[src/rtl/regfile_wb_arbiter.sv]
// Write-back arbiter + pending-write scoreboard for the 32x32 register file.
// Latency: transfer at edge N -> regWrite/write_reg/write_data valid N..N+1; pending clears at N+1.
// Backpressure: readies are combinational; mem has priority until the ALU is refused STARVE_MAX times in a row.
module regfile_wb_arbiter #(
  parameter int DATA_W     = 32,
  parameter int ADDR_W     = 5,
  parameter int STARVE_MAX = 3
) (
  input  logic                   clk,
  input  logic                   reset,
  input  logic                   alu_valid,
  input  logic [ADDR_W-1:0]      alu_reg,
  input  logic [DATA_W-1:0]      alu_data,
  output logic                   alu_ready,
  input  logic                   mem_valid,
  input  logic [ADDR_W-1:0]      mem_reg,
  input  logic [DATA_W-1:0]      mem_data,
  output logic                   mem_ready,
  input  logic                   issue_valid,
  input  logic [ADDR_W-1:0]      issue_reg,
  output logic [ADDR_W-1:0]      write_reg,
  output logic [DATA_W-1:0]      write_data,
  output logic                   regWrite,
  output logic [2**ADDR_W-1:0]   pending,
  output logic                   starved
);

  typedef enum logic {NORMAL = 1'b0, FORCE_ALU = 1'b1} state_t;

  localparam logic [3:0] STARVE_LIM = 4'(STARVE_MAX);

  state_t              state_q, state_d;
  logic [3:0]          cnt_q, cnt_d;
  logic [ADDR_W-1:0]   write_reg_q, write_reg_d;
  logic [DATA_W-1:0]   write_data_q, write_data_d;
  logic                reg_write_q, reg_write_d;
  logic [2**ADDR_W-1:0] pending_q, pending_d;
  logic                alu_xfer, mem_xfer;

  assign alu_xfer = alu_valid && alu_ready;
  assign mem_xfer = mem_valid && mem_ready;

  // Arbitration state register
  always_ff @(posedge clk) begin
    if (reset) state_q <= NORMAL;
    else       state_q <= state_d;
  end

  // Next state: the counter's next value drives the switch so the force grant
  // is in effect in the same cycle the counter sits at its limit.
  always_comb begin
    state_d = state_q;
    case (state_q)
      NORMAL:    if (cnt_d == STARVE_LIM) state_d = FORCE_ALU;
      FORCE_ALU: if (alu_xfer)            state_d = NORMAL;
      default:   state_d = NORMAL;
    endcase
  end

  // Grant outputs: mem first in NORMAL, ALU only in FORCE_ALU
  always_comb begin
    alu_ready = 1'b0;
    mem_ready = 1'b0;
    starved   = (state_q == FORCE_ALU);
    if (state_q == FORCE_ALU) begin
      alu_ready = alu_valid;
    end else if (mem_valid) begin
      mem_ready = 1'b1;
    end else begin
      alu_ready = alu_valid;
    end
  end

  // Starvation count: grows while the ALU is refused, saturates, clears otherwise
  always_comb begin
    cnt_d = 4'd0;
    if (alu_valid && !alu_ready)
      cnt_d = (cnt_q == STARVE_LIM) ? cnt_q : cnt_q + 4'd1;
  end

  // Starvation counter register
  always_ff @(posedge clk) begin
    if (reset) cnt_q <= 4'd0;
    else       cnt_q <= cnt_d;
  end

  // Write-stage next values: register 0 transfers complete but never write
  always_comb begin
    write_reg_d  = write_reg_q;
    write_data_d = write_data_q;
    reg_write_d  = 1'b0;
    if (mem_xfer) begin
      write_reg_d  = mem_reg;
      write_data_d = mem_data;
      reg_write_d  = (mem_reg != '0);
    end else if (alu_xfer) begin
      write_reg_d  = alu_reg;
      write_data_d = alu_data;
      reg_write_d  = (alu_reg != '0);
    end
  end

  // Write-stage registers; reset drops any in-flight write
  always_ff @(posedge clk) begin
    if (reset) begin
      write_reg_q  <= '0;
      write_data_q <= '0;
      reg_write_q  <= 1'b0;
    end else begin
      write_reg_q  <= write_reg_d;
      write_data_q <= write_data_d;
      reg_write_q  <= reg_write_d;
    end
  end

  // Scoreboard next value: commit clears, issue sets (set wins), r0 never pending
  always_comb begin
    pending_d = pending_q;
    if (reg_write_q)
      pending_d[write_reg_q] = 1'b0;
    if (issue_valid && (issue_reg != '0))
      pending_d[issue_reg] = 1'b1;
    pending_d[0] = 1'b0;
  end

  // Scoreboard register
  always_ff @(posedge clk) begin
    if (reset) pending_q <= '0;
    else       pending_q <= pending_d;
  end

  assign write_reg  = write_reg_q;
  assign write_data = write_data_q;
  assign regWrite   = reg_write_q;
  assign pending    = pending_q;

endmodule

[config.mk]
export PLATFORM = sky130hd
export DESIGN_NAME = regfile_wb_arbiter
export DESIGN_NICKNAME = d
export VERILOG_FILES = /design/src/rtl/regfile_wb_arbiter.sv
export SDC_FILE = /design/constraint.sdc
export NUM_CORES = 1
export LEC_CHECK = 0
export BUFFER_PORTS_ARGS = -buffer_cell sky130_fd_sc_hd__buf_2
export CORE_MARGIN = 4
export CORE_UTILIZATION = 50
export DETAILED_ROUTE_END_ITERATION = 10
export GPL_TIMING_DRIVEN = 0
export PLACE_DENSITY = 0.84
export SYNTH_ARGS = -nofsm -noshare
export SYNTH_HDL_FRONTEND = slang
export SYNTH_SLANG_ARGS = --single-unit
[constraint.sdc]
create_clock -name clk -period 2.9 [get_ports clk]
set_input_delay 0.58 -clock clk [delete_from_list [all_inputs] [get_ports clk]]
set_output_delay 0.58 -clock clk [all_outputs]
set_load 0.01 [all_outputs]
Word-level counts from Yosys, hierarchy flattened. Cells that the tools add are included.

Input port bits: 84. Logic and storage cells: 50. Bits in registers: 75. Output and inout port bits: 73.

Reductions and logical operators: 11. Bitwise logic cells: 4. $add $sub $neg: 1. Multiplexer cells: 21. Eq/ne operators: 2. Magnitude comparators: 4.

Operator list (number): $mux 32 (4); $and 32x32->32 (1); $not 32->32 (1); $or 32x32->32 (1); $reduce_bool 5->1 (3); $lt 5x6->1 const B (2); $demux 1 s5 (2); $ge 5x1->1 const B (2); $mux 1 (10); $mux 5 (2); $eq 4x2->1 const B (2); $mux 4 (2); $logic_and 1x1->1 (6); $add 4x1->4 const B (1); $pmux 1 s2 (1); $reduce_bool 2->1 (1); $logic_not 1->1 (1); $not 1->1 (1).

Longest topological paths before layout.
Depth in word-level cells: 9. Mapped depth: 5.

Least setup slack after synthesis. OpenSTA, ideal clock, no wires.

Path kind: input to output. Start point: input mem_valid. End point: output alu_ready. Required time: 2.320 ns. Cell stages on the path: 4. Path slack: 1.248 ns. Arrival time: 1.072 ns. Cell sequence: nand2b_4 buf_6 buf_2 and2_1.

Cells in the longest elaborated chain, start to end: 2.

RTL lines: from (decl) (line 15) `input logic mem_valid,`; $mux 1 (line 67) `end else if (mem_valid) begin`; $mux 1 (line 65) `if (state_q == FORCE_ALU) begin`; to (decl) (line 14) `output logic alu_ready,`.

No other way between the ends.

Worst setup path in the final report.
Start point: register state_q, in the netlist starved. End point: output alu_ready.

Cells in the longest elaborated chain, start to end: 1.

RTL lines: from (decl) (line 32) `state_t state_q, state_d;`; from (signal assigned) (line 46) `else state_q <= state_d;`; $mux 1 (line 65).

No other way between the ends.

==> results.md <==
* Final Power at 2.452 mW
* First-pass DRT Iterations at 5
* Via count at approximately 3300
* Total CTS buffers at 9
* WP data required at 2320 ps
* Pwr Density at around 560 mW/mm^2
* Startpoint types: flip-flop
* Clk buf depth at 2
* Die Ht at slightly below 90 microns
* Clock period minus worst slack at 2018 ps
* CTS sink count at 74
* Final hold vios at 0
* CP Data Arrival Time at 1440 ps
* Post-synth top area share at between 40% and 50%
* Die ar. at 0.007951 sq mm
* Post_cts resized at 0
* Synth-to-Final Area Change at 33.80%
* Avg WL per Cell at 16.33 microns
* Port buffer count at around 150
* Final HPWL DP at 7379 microns
* GRT Residual Overflow at 0
* Status: completed
* Pin count of the biggest net entering global routing at 13
* Final-report max-slew violation count at 0
* Peak Freq at between 400 and 500 MHz
* Ports at 157
* Synth Instances at 364
* Relative slew slack at between 50% and 60%
* CP max-delay cell: dfxtp_1
* Critical-path cell list: nand2b_4 -> buf_6 -> buf_2 -> and2_1 -> buf_2
* Actual slew at the worst max-slew pin at around 630 ps
* Total Routing Usage GR at between 20% and 30%
* RSZ-0062 raised after global routing: no
* Core area at 0.006386 sq mm
* Most frequent CP cell: buf_2
* IR drop worst, VDD at 0.0003896 V
* CP peak stage delay at 360 ps
* Area of the mapped netlist at ~0.0033 sq mm
* Most frequent cells in the layout: 159 x buf_2, 74 x dfxtp_1, 44 x nor2_1, 38 x mux2i_1, 37 x a211oi_1
* Max Cap Violations at 0
* Initial Util at 51.59%
* Diode count at 0
* Root Driver: clkbuf_8
* Number of H-tree levels at 3
* Clock Skew at approximately 8.5 ps
* Initial drt markers at 169
* Post-synthesis cell type count at 36
* Initial antenna violation count at 0
* Post-route ant nets at 0
* Critical path type: reg2out
* Cell taking the most area after synthesis: dfxtp_1
* Final net count at 613
* Sequential element share of the synthesized area at 44.97%
* Layout cells sized above 1 at 36.77%
* Later-pin clock latency in the skew report at 340 ps
* Commonest non-fill, non-tap cell in the layout: buf_2
* Synthesis warning total at 0
* Number of global-route vias before repair at between 3000 and 4000
* Reg clk slew, reported paths at 80 ps
* Syn_area_per_cell at 9.051 sq um
* Max reg flops at 32
* Crit path max fanout at 10
* WL final at 9964 microns
* # setup viols final at 0
* Synth Register Bits at 74
* GP Congestion at ~0.88
* TNS Setup at 0 ps
* Part of the cycle the worst path needs at a little over two thirds
* Die Wd at 89.17 microns
* Crit path capture type: output pin
* Vias per cell at 5.484
* Fin util at around 70%
* Post-synth net total at 449
* Row count at 29
* First-pass GRT wire length at 15340 microns
* Top delay family on crit path: buffers and inverters
* DRC errors left at 0
* Top cells by area in the synthesized netlist: dfxtp_1 45%, mux2i_1 12%, a211oi_1 8.4%
* Postcts setup bufs at 0
* TritonCTS clock tree: yes
* HP Class: reg2reg
* CTS Hold Buffers Added at 0
* Static leakage at just over 2 nW
* Sum of buffers and inverters on the critical path at 3
==> cells in the mapped netlist <==
cell type  instances
o21ai_1           12
and4_1             1
nor3b_1            1
and3_1             2
dfxtp_1           74
nand2b_4           1
conb_1             1
ha_1               1
o21ai_0           21
a211oi_1          37
a221oi_1           1
or3b_4             2
nor2_1            44
nand3b_1           7
o32ai_2            1
buf_2              6
a31oi_1            1
nor3b_2            4
mux2i_1           38
buf_4              8
nand3_1            3
nand2_1           35
and2_1             1
o2111a_1           1
clkinv_1           1
clkbuf_1          10
xor2_1             2
a21oi_1           33
buf_6              4
nor3_1             3
or3b_1             1
and3b_1            2
or4_1              1
nand2b_1           2
or3_1              1
nor3b_4            1
==> path summary, 6_finish.rpt <==
kind              slack [ps]              startpoint                     end  cells after the start
hold / removal           480  pending[19]$_SDFF_PP0_  pending[19]$_SDFF_PP0_                      2
setup reg to reg        1370     cnt_q[0]$_SDFF_PP0_      starved$_SDFF_PP0_                      5
setup / recovery         880      starved$_SDFF_PP0_               alu_ready                      5
hold reg to reg          480  pending[19]$_SDFF_PP0_  pending[19]$_SDFF_PP0_                      2
==> worst register-to-register path, stage by stage, from the launching register on <==
cell and delay [ps]:
dfxtp_1 460, ha_1 240, nor3b_4 290, nor3b_1 90, a31oi_1 200, o32ai_2 110
==> logic make-up (layout without fill, tap and decap cells) <==
family                   after synthesis  count (layout)  share of synthesized area, %
XOR/XNOR                               2               2                        0.5318
buffers and inverters                 29             198                         5.355
adder cells (fa/ha/maj)                1               1                        0.3797
AND/OR/NAND/NOR                      112             112                         17.36
AO/OA/AOI/OAI                        107             107                         19.75
flip-flops                            74              74                         44.97
other                                  1               1                        0.1138
multiplexers                          38              38                         11.55
==> metal layers <==
metal | global-route usage (%) | wire, microns | vias up | part of all wire (%)
met5 | 0 | 0 | - | 0
met3 | 6.636 | 881 | 12 | 8.8
met4 | 8.119 | 116 | 0 | 1.2
li1 | - | - | 1618 | -
met2 | 41.59 | 4939 | 169 | 50
met1 | 30.03 | 4026 | 1546 | 40
==> power by group <==
group | internal [mW] | total [mW] | switching [mW]
Sequential | 1.06 | 1.10 | 0.0308
Clock | 0.616 | 1.00 | 0.386
Combinational | 0.160 | 0.354 | 0.194
Total | 1.84 | 2.45 | 0.611
==> area by class of cell <==
| cell class | count | area [sq um] |
|---|---|---|
| fillers | 533 | 1978 |
| multi-input cells | 261 | 1637 |
| flip-flops and latches | 74 | 1481 |
| repair buffers | 153 | 765.7 |
| plain buffers | 28 | 172.7 |
| clock buffers | 11 | 151.4 |
| clock inverters | 5 | 100.1 |
| well taps | 77 | 96.34 |
| inverters | 1 | 3.754 |
==> metrics by stage <==
step | setup WS (ps) | instance area [sq um] | hold WS, ps | instances
2_1_floorplan | 1248 | 3294 | 498.3 | 364
4_1_cts | 873.9 | 4408 | 479.1 | 610
5_1_grt | 788.7 | 4408 | 510.6 | 610
3_5_place_dp | 963.0 | 4156 | 468.5 | 594
6_report | 882.4 | 4408 | 477.5 | 610
3_3_place_gp | 976.4 | 4156 | 459.4 | 594
Note: power is estimated with default switching activity, not from simulation.
